**src/rtl/icache_pkg.sv**
```systemverilog
// Shared definitions for the I-cache controller: bus encodings, derived
// widths, the MSHR entry record and line-address split helpers.
package icache_pkg;

  localparam int unsigned ADDR_W    = 64;
  localparam int unsigned IDX_W     = 5;
  localparam int unsigned TAG_W     = 56;
  localparam int unsigned MEM_TAG_W = 4;
  localparam int unsigned N_MSHR    = 4;
  localparam int unsigned PF_DIST   = 2;

  localparam int unsigned LA_W  = ADDR_W - 3;
  localparam int unsigned SEL_W = (N_MSHR > 1) ? $clog2(N_MSHR) : 1;
  localparam int unsigned CNT_W = $clog2(PF_DIST + 1);

  localparam logic [1:0] BUS_NONE = 2'd0;
  localparam logic [1:0] BUS_LOAD = 2'd1;

  typedef logic [LA_W-1:0] la_t;

  typedef struct packed {
    logic                 valid;
    logic [MEM_TAG_W-1:0] mem_tag;
    la_t                  la;
  } mshr_entry_t;

  typedef enum logic {PF_IDLE = 1'b0, PF_RUN = 1'b1} pf_state_t;

  // Line address of a byte address (drops the 3 offset bits).
  function automatic la_t la_of(input logic [ADDR_W-1:0] addr);
    return addr[ADDR_W-1:3];
  endfunction

  function automatic logic [IDX_W-1:0] idx_of(input la_t la);
    return la[IDX_W-1:0];
  endfunction

  function automatic logic [TAG_W-1:0] tag_of(input la_t la);
    return la[LA_W-1:IDX_W];
  endfunction

endpackage

```
**src/rtl/icache_mshr.sv**
```systemverilog
// Outstanding line-load table.
// Ports: clk/rst; dem_la/pf_la -> dem_busy/pf_busy in-flight lookups;
// fill_tag -> fill_hit/fill_la tag match (entry cleared at the edge);
// full flag; alloc_en/alloc_tag/alloc_la write the lowest free entry.
module icache_mshr
  import icache_pkg::*;
(
  input  logic                 clk,
  input  logic                 rst,
  input  la_t                  dem_la,
  input  la_t                  pf_la,
  output logic                 dem_busy,
  output logic                 pf_busy,
  input  logic [MEM_TAG_W-1:0] fill_tag,
  output logic                 fill_hit,
  output la_t                  fill_la,
  output logic                 full,
  input  logic                 alloc_en,
  input  logic [MEM_TAG_W-1:0] alloc_tag,
  input  la_t                  alloc_la
);

  mshr_entry_t            ent [N_MSHR];
  logic [SEL_W-1:0]       fill_sel;
  logic [SEL_W-1:0]       free_sel;
  logic                   free_found;

  // Lookups; descending scan so the lowest matching / free index wins.
  always_comb begin
    dem_busy   = 1'b0;
    pf_busy    = 1'b0;
    fill_hit   = 1'b0;
    fill_sel   = '0;
    fill_la    = '0;
    full       = 1'b1;
    free_sel   = '0;
    free_found = 1'b0;
    for (int i = int'(N_MSHR) - 1; i >= 0; i--) begin
      if (ent[i].valid) begin
        if (ent[i].la == dem_la) dem_busy = 1'b1;
        if (ent[i].la == pf_la)  pf_busy  = 1'b1;
        if (fill_tag != '0 && ent[i].mem_tag == fill_tag) begin
          fill_hit = 1'b1;
          fill_sel = SEL_W'(i);
          fill_la  = ent[i].la;
        end
      end else begin
        full       = 1'b0;
        free_found = 1'b1;
        free_sel   = SEL_W'(i);
      end
    end
  end

  // A filling entry is still valid, so it is never the allocation target.
  always_ff @(posedge clk or posedge rst) begin
    if (rst) begin
      for (int i = 0; i < int'(N_MSHR); i++) ent[i] <= '0;
    end else begin
      if (fill_hit) ent[fill_sel].valid <= 1'b0;
      if (alloc_en && free_found)
        ent[free_sel] <= '{valid: 1'b1, mem_tag: alloc_tag, la: alloc_la};
    end
  end

endmodule

```
**src/rtl/icache_ctrl.sv**
```systemverilog
// I-cache controller: demand lookup, miss/prefetch arbitration onto the
// tagged memory bus, fill writes into cachemem and fill forwarding to fetch.
// Ports: proc_* fetch side; rd_* demand lookup; pf_* prefetch probe;
// wr_* fill write; mem_* tagged non-blocking memory bus.
module icache_ctrl
  import icache_pkg::*;
(
  input  logic                 clk,
  input  logic                 rst,
  input  logic                 proc_rd_en_i,
  input  logic [ADDR_W-1:0]    proc_addr_i,
  output logic [63:0]          proc_data_o,
  output logic                 proc_valid_o,
  output logic [IDX_W-1:0]     rd_idx_o,
  output logic [TAG_W-1:0]     rd_tag_o,
  input  logic [63:0]          rd_data_i,
  input  logic                 rd_hit_i,
  output logic [IDX_W-1:0]     pf_idx_o,
  output logic [TAG_W-1:0]     pf_tag_o,
  input  logic                 pf_hit_i,
  output logic                 wr_en_o,
  output logic [IDX_W-1:0]     wr_idx_o,
  output logic [TAG_W-1:0]     wr_tag_o,
  output logic [63:0]          wr_data_o,
  output logic [1:0]           mem_cmd_o,
  output logic [ADDR_W-1:0]    mem_addr_o,
  input  logic [MEM_TAG_W-1:0] mem_resp_i,
  input  logic [MEM_TAG_W-1:0] mem_tag_i,
  input  logic [63:0]          mem_data_i
);

  pf_state_t        pf_state;
  la_t              pf_ptr;
  la_t              last_la;
  logic [CNT_W-1:0] pf_cnt;
  logic [CNT_W-1:0] pf_cnt_nxt;

  la_t  dem_la;
  la_t  fill_la;
  la_t  req_la;
  logic dem_busy, pf_busy, fill_hit, full;
  logic fwd, dem_req, pf_req, load, alloc_en, pf_accept;

  assign dem_la = la_of(proc_addr_i);

  icache_mshr u_mshr (
    .clk       (clk),
    .rst       (rst),
    .dem_la    (dem_la),
    .pf_la     (pf_ptr),
    .dem_busy  (dem_busy),
    .pf_busy   (pf_busy),
    .fill_tag  (mem_tag_i),
    .fill_hit  (fill_hit),
    .fill_la   (fill_la),
    .full      (full),
    .alloc_en  (alloc_en),
    .alloc_tag (mem_resp_i),
    .alloc_la  (req_la)
  );

  // Arbitration: demand over prefetch, nothing when the table is full.
  always_comb begin
    fwd       = fill_hit && (fill_la == dem_la);
    dem_req   = proc_rd_en_i && !rd_hit_i && !dem_busy && !fwd;
    pf_req    = (pf_state == PF_RUN) && !pf_hit_i && !pf_busy && (pf_ptr != dem_la);
    load      = !rst && !full && (dem_req || pf_req);
    req_la    = dem_req ? dem_la : pf_ptr;
    alloc_en  = load && (mem_resp_i != '0);
    pf_accept = alloc_en && !dem_req;
  end

  assign mem_cmd_o  = load ? BUS_LOAD : BUS_NONE;
  assign mem_addr_o = load ? {req_la, 3'b000} : '0;

  assign rd_idx_o = idx_of(dem_la);
  assign rd_tag_o = tag_of(dem_la);
  assign pf_idx_o = idx_of(pf_ptr);
  assign pf_tag_o = tag_of(pf_ptr);

  assign wr_en_o   = !rst && fill_hit;
  assign wr_idx_o  = idx_of(fill_la);
  assign wr_tag_o  = tag_of(fill_la);
  assign wr_data_o = mem_data_i;

  // Forwarding: a fill for the demand line satisfies fetch in the same cycle.
  assign proc_valid_o = !rst && proc_rd_en_i && (rd_hit_i || fwd);
  assign proc_data_o  = rd_hit_i ? rd_data_i : mem_data_i;

  assign pf_cnt_nxt = pf_cnt + CNT_W'(1);

  // Prefetch pointer: restart on a new fetch line, else walk ahead PF_DIST lines.
  always_ff @(posedge clk or posedge rst) begin
    if (rst) begin
      pf_state <= PF_IDLE;
      pf_ptr   <= '0;
      pf_cnt   <= '0;
      last_la  <= '1;
    end else if (proc_rd_en_i && (dem_la != last_la)) begin
      last_la  <= dem_la;
      pf_ptr   <= dem_la + LA_W'(1);
      pf_cnt   <= '0;
      pf_state <= PF_RUN;
    end else if (pf_state == PF_RUN && (pf_hit_i || pf_busy || pf_accept)) begin
      pf_ptr <= pf_ptr + LA_W'(1);
      pf_cnt <= pf_cnt_nxt;
      if (pf_cnt_nxt == CNT_W'(PF_DIST)) pf_state <= PF_IDLE;
    end
  end

endmodule
```
**config.mk**
```make
export PLATFORM = sky130hd
export DESIGN_NAME = icache_ctrl
export DESIGN_NICKNAME = d
export VERILOG_FILES = /design/src/rtl/icache_pkg.sv /design/src/rtl/icache_mshr.sv /design/src/rtl/icache_ctrl.sv
export SDC_FILE = /design/constraint.sdc
export NUM_CORES = 2
export LEC_CHECK = 0
export CORE_MARGIN = 1.5
export CORE_UTILIZATION = 35
export CTS_BUF_LIST = sky130_fd_sc_hd__clkbuf_4 sky130_fd_sc_hd__clkbuf_8
export DETAILED_ROUTE_END_ITERATION = 7
export MAX_ROUTING_LAYER = met4
export PLACE_DENSITY = 0.56
export SETUP_SLACK_MARGIN = 0.5
export SLEW_MARGIN = 5
export SYNTH_ARGS = -nofsm -noshare
export SYNTH_HDL_FRONTEND = slang
export SYNTH_SLANG_ARGS = --single-unit
export TNS_END_PERCENT = 100
```
**constraint.sdc**
```tcl
create_clock -name clk -period 38.1 [get_ports clk]
set_input_delay 3.81 -clock clk [delete_from_list [all_inputs] [get_ports clk]]
set_output_delay 3.81 -clock clk [all_outputs]
set_load 0.01 [all_outputs]
```
Word-level counts from Yosys, hierarchy flattened
Index checks and enable logic that the tools add are counted.

Add/sub/neg operators: 3. Order comparisons: 4. Equal/unequal tests: 16. Mux-type cells: 71. Bitwise gates (word level): 2. Reduce and logical (&&, ||, !) cells: 40.

Operators by type and width (number): $mux W61 (11); $eq A61 B61 Y1 (9); $bwmux W264 (2); $mux W264 (2); $demux W66 S2 (2); $mux W66 (2); $mux W64 (2); $add A61 B1 Y61 const B (2); $ne A61 B61 Y1 (2); $mux W1 (36); $mux W2 (14); $logic_and A1 B1 Y1 (23); $eq A4 B4 Y1 (4); $logic_not A1 Y1 (8); $reduce_bool A4 Y1 (2); $ge A3 B3 Y1 const B (2); $lt A3 B1 Y1 const B (2); $not A2 Y3 (2); $logic_or A1 B1 Y1 (4); $reduce_bool A2 Y1 (2); $add A2 B1 Y2 const B (1); $eq A2 B2 Y1 const B (1); $reduce_and A2 Y1 (1).

Bits in registers: 389. Bits of input ports: 205. Output and inout bits: 379. Logic and storage cells: 152.

Depth between registers and ports, before layout
Depth after elaboration: 22. Depth in mapped cells: 26. Mapped depth without buffers: 15.

By module
Synthesis repeated with hierarchy kept, for this count alone.

Cell total of the unflattened synthesis: 3455. Area total of the unflattened synthesis: 31218.7 sq um.

Modules (own cells, without submodules): icache_mshr (times used 1, cells each 1660, area an instance 17987.3 sq um, sequential area each 6606.3 sq um); icache_ctrl (times used 1, cells each 1795, area an instance 13231.4 sq um, sequential area each 3204.3 sq um).

Worst setup path before layout
Ideal clock, no wire load.

Path kind: input port to output port. From: input port rst. To: output port wr_en_o. Arrival: 12.571 ns. Required time: 34.290 ns. Path slack: 21.719 ns. Stages: 2. Cells stage by stage: inv_1 and2_1.

Word-level cells in the longest chain between the ends: 2.

RTL lines: from (decl) (RTL line icache_ctrl.sv:9) `input logic rst,`; $logic_not A1 Y1 (no line); $logic_and A1 B1 Y1 (RTL line icache_ctrl.sv:81) `assign wr_en_o = !rst && fill_hit;`; to (decl) (RTL line icache_ctrl.sv:21) `output logic wr_en_o,`.

No other way between the ends.

Worst setup path after layout
From: input port mem_tag_i[1]. To: output port mem_addr_o[33].

Word-level cells in the longest chain between the ends: 17. Elaborated cells on any way between the ends: 33.

RTL lines: from (decl) (RTL line icache_ctrl.sv:28) `input logic [MEM_TAG_W-1:0] mem_tag_i,`; $eq A4 B4 Y1 / $reduce_bool A4 Y1 (equally long branches) (RTL line icache_mshr.sv:42) `if (fill_tag != '0 && ent[i].mem_tag == fill_tag) begin`; $logic_and A1 B1 Y1 (RTL line icache_mshr.sv:42); $mux W61 (RTL line icache_mshr.sv:42); $mux W61 (RTL line icache_mshr.sv:39) `if (ent[i].valid) begin`; $mux W61 (RTL line icache_mshr.sv:42); $mux W61 (RTL line icache_mshr.sv:39); $mux W61 (RTL line icache_mshr.sv:42); $mux W61 (RTL line icache_mshr.sv:39); $mux W61 (RTL line icache_mshr.sv:42); $mux W61 (RTL line icache_mshr.sv:39); $eq A61 B61 Y1 (RTL line icache_ctrl.sv:64) `fwd = fill_hit && (fill_la == dem_la);`; $logic_and A1 B1 Y1 * (RTL line icache_ctrl.sv:64); $logic_not A1 Y1 * (RTL line icache_ctrl.sv:65) `dem_req = proc_rd_en_i && !rd_hit_i && !dem_busy && !fwd;`; $logic_and A1 B1 Y1 * (RTL line icache_ctrl.sv:65); $logic_or A1 B1 Y1 (RTL line icache_ctrl.sv:67) `load = !rst && !full && (dem_req || pf_req);`; $logic_and A1 B1 Y1 (RTL line icache_ctrl.sv:67); $mux W64 * (RTL line icache_ctrl.sv:74) `assign mem_addr_o = load ? {req_la, 3'b000} : '0;`; to (decl) (RTL line icache_ctrl.sv:26) `output logic [ADDR_W-1:0] mem_addr_o,`.

Every way passes the cells marked *; elsewhere a longest branch is shown, timed or not.

==> results_dict.tcl <==
set metrics [dict create \
    ant_nets 0 \
    placeableCoreArea_mm2 0.0899 \
    vias_per_cell 6.67 \
    rsz0062_at_grt "false" \
    fin_skew_ns 0.0680 \
    cp_slowest_cell "nor4_1" \
    die_w_um 304 \
    yosysWarnings 0 \
    cap_violations 0 \
    overflow 0 \
    cpPeakStageDelay_ns 0.88 \
    dpl.hpwl_um 183000 \
    finalHoldViolCount 0 \
    synthCells 3602 \
    r2r_cells 18 \
    reg2reg_from "u_mshr.ent[197]" \
    clockBufferDepth 3 \
    finalMaxSlewViolations 0 \
    cts.hold.buffers_added 0 \
    syn-cell-area_mm2 0.0317 \
    htree_levels 3 \
    clockRootBuffer "clkbuf_8" \
    synth_area_leader_cell "dfrtp_1" \
    nNetsFinal 4254 \
    fp-row-count 110 \
    synth_edf_count 0 \
    min_period_over_period_pct 42.8 \
    drt_iter0_drc 5322 \
    tightestPinTransition_ns 1.34 \
    cp_cell_sequence "clkdlybuf4s50_1 -> or4_4 -> nand4_1 -> buf_4 -> nor2_2 -> buf_4 -> a221oi_1 -> nor4_1 -> or4b_2 -> nor4_1 -> nand4_1 -> o31ai_4 -> buf_4 -> buf_4 -> nor2b_1 -> a21oi_4 -> buf_4 -> nor2b_1 -> clkdlybuf4s50_1" \
    ios 584 \
    clkTransAtPathRegs_ns 0.05 \
    initial_core_util_pct 35.3 \
    cts_setup_buffers 0 \
    ctsResizeCount 0 \
    setup_viol 0 \
    crit_top_cell "buf_4" \
    synth_cell_types 86 \
    post-route-util_pct 44.9 \
    min-delay-start "last_la[44]" \
    first_pass_iters 8 \
    cts_tree "built" \
    detailedPlace.worstSlack_ns 22.27 \
    critPathCaptureType "output port" \
    grt_pass1_wl_um 314000 \
    outcome "finished, final reports clean" \
    grt_start_max_net_pins 150 \
    async_reset_ff_share_pct 100 \
    post-route-min-period_ns 16.31 \
    synth_top_area_share_pct 25.9 \
    fmax_ghz 0.0613 \
    seq_area_frac_synth_pct 30.9 \
    worstHoldPathType "reg2reg" \
    drive_above_1_share_pct 17.8 \
    numCtsBuffers 76 \
    final_cells 5303 \
    setup_slack_ns 21.79 \
    routed_wl_um 242000 \
    n_fill_cell 8923 \
    die_area_mm2 0.0925 \
    setup_tns_ns 0 \
    syn_avg_cell_area_um2 8.81 \
    hold-path-cell-count 2 \
    cp_max_fo 66 \
    gp_congestion 1.15 \
    ys.flop_type "dfrtp_1" \
    power_density_mw_per_mm2 73.0 \
    dp_cells 5144 \
    required_ns 34.29 \
    io_buffer_count 576 \
    wl_per_cell_um 45.7 \
    final_cell_mix "clkdlybuf4s50_1 (575), xnor2_1 (395), dfrtp_1 (328)" \
    vdd_drop_max_v 0.0000748 \
    clkLatencyLatePin_ns 0.79 \
    start_kind "input port" \
    grt_usage_pct 52.4 \
    layout_commonest_cell "clkdlybuf4s50_1" \
    numClockSinks 389 \
    arrival_ns 12.50 \
    drc 0 \
    ys_ff_latch 389 \
    crit_type "in2out" \
    synth.area.top_cells "dfrtp_1 (26%), xnor2_1 (11%), mux2_2 (9.0%)" \
    slew_headroom_pct 9.82 \
    vias 35391 \
    first_global_vias 32814 \
    p_leak_nw 15.4 \
    crit_start "mem_tag_i[1]" \
    areaGrowthSynthToFinish_pct 27.2 \
    die_h_um 304 \
    grt_antenna_before_repair 29 \
]
-- final timing paths --
kind | end | slack, ns
max in group asynchronous | u_mshr.ent[249] | 32.98
setup / recovery | mem_addr_o[33] | 21.79
min in group asynchronous | u_mshr.ent[89] | 3.63
hold / removal | last_la[44] | 0.46
setup reg to reg | u_mshr.ent[160] | 29.03
hold reg to reg | last_la[44] | 0.46
-- report_power, final --
| part | total (mW) | switching (mW) | internal, mW |
|---|---|---|---|
| Sequential | 1.01 | 0.443 | 0.567 |
| Clock | 0.481 | 0.217 | 0.264 |
| Combinational | 1.46 | 0.907 | 0.550 |
| Total | 2.95 | 1.57 | 1.38 |
-- final cells by class --
class                      instances  area, um2  area share (%)
multi-input combinational       2636      19300            47.9
clock inverter                    22        245           0.608
tap                             1176       1470            3.65
sequential                       389       9810            24.3
antenna                           22       55.1           0.136
clock buffer                     114       1400            3.47
inverter                         138        526            1.30
timing repair buffer             806       7520            18.6
-- flip-flops by register name, summed over array words and instances, names as in the netlist --
signal,count
pf_ptr,61
last_la,61
pf_state,1
pf_cnt,2
u_mshr.ent,264
-- metrics by stage --
stage	hold WS (ns)	cell area [um2]	total power [mW]
2_1_floorplan	0.446	31700	1.46
3_3_place_gp	0.454	38600	2.35
3_5_place_dp	0.456	38600	2.35
4_1_cts	0.465	40300	2.83
5_1_grt	0.480	40300	2.94
6_report	0.464	40400	2.95
-- cell families after synthesis --
kind of cell               synth area share (%)
xor gates and xnor gates                   15.9
muxes                                      12.2
buffers and inverters                      8.74
adders and majority gates                0.0789
DFF                                        30.9
other                                    0.0118
and+or+nand+nor                            16.9
AOI/OAI and AO/OA                          15.2
-- routing by layer --
metal  global-route usage [%]  vias up  wire length (um)
li1                         -    13728                 -
met1                     62.3    17699             91600
met2                     71.4     3052             97000
met3                     18.8      912             30100
met4                     40.9        0             23700
met5                        -        -                 0
-- synth_stat cells, drive strengths merged (11+ instances only) --
cell / instances
mux2: 331
nor4: 106
mux2i: 15
a31oi: 20
nand4: 114
a21oi: 76
and2: 14
nand2: 259
xnor2: 395
o32ai: 17
o2bb2ai: 16
xor2: 182
and3: 47
o31ai: 25
a2111oi: 25
nor3: 76
o22ai: 68
o21ai: 165
o2111ai: 26
a21o: 11
a22o: 19
a211oi: 19
nand2b: 28
and4: 11
nor2b: 101
or3: 16
nand3: 56
nor2: 155
dfstp: 61
or4: 24
inv: 131
buf: 187
o221ai: 15
dfrtp: 328
a221oi: 49
clkbuf: 255
-- worst max-delay path: cells and delay by family --
| kind | cells | cell delay (ns) |
|---|---|---|
| buf+inv | 7 | 3.68 |
| compound gates | 3 | 0.99 |
| simple gates | 9 | 3.71 |
Power figures use the tool's default switching activity.
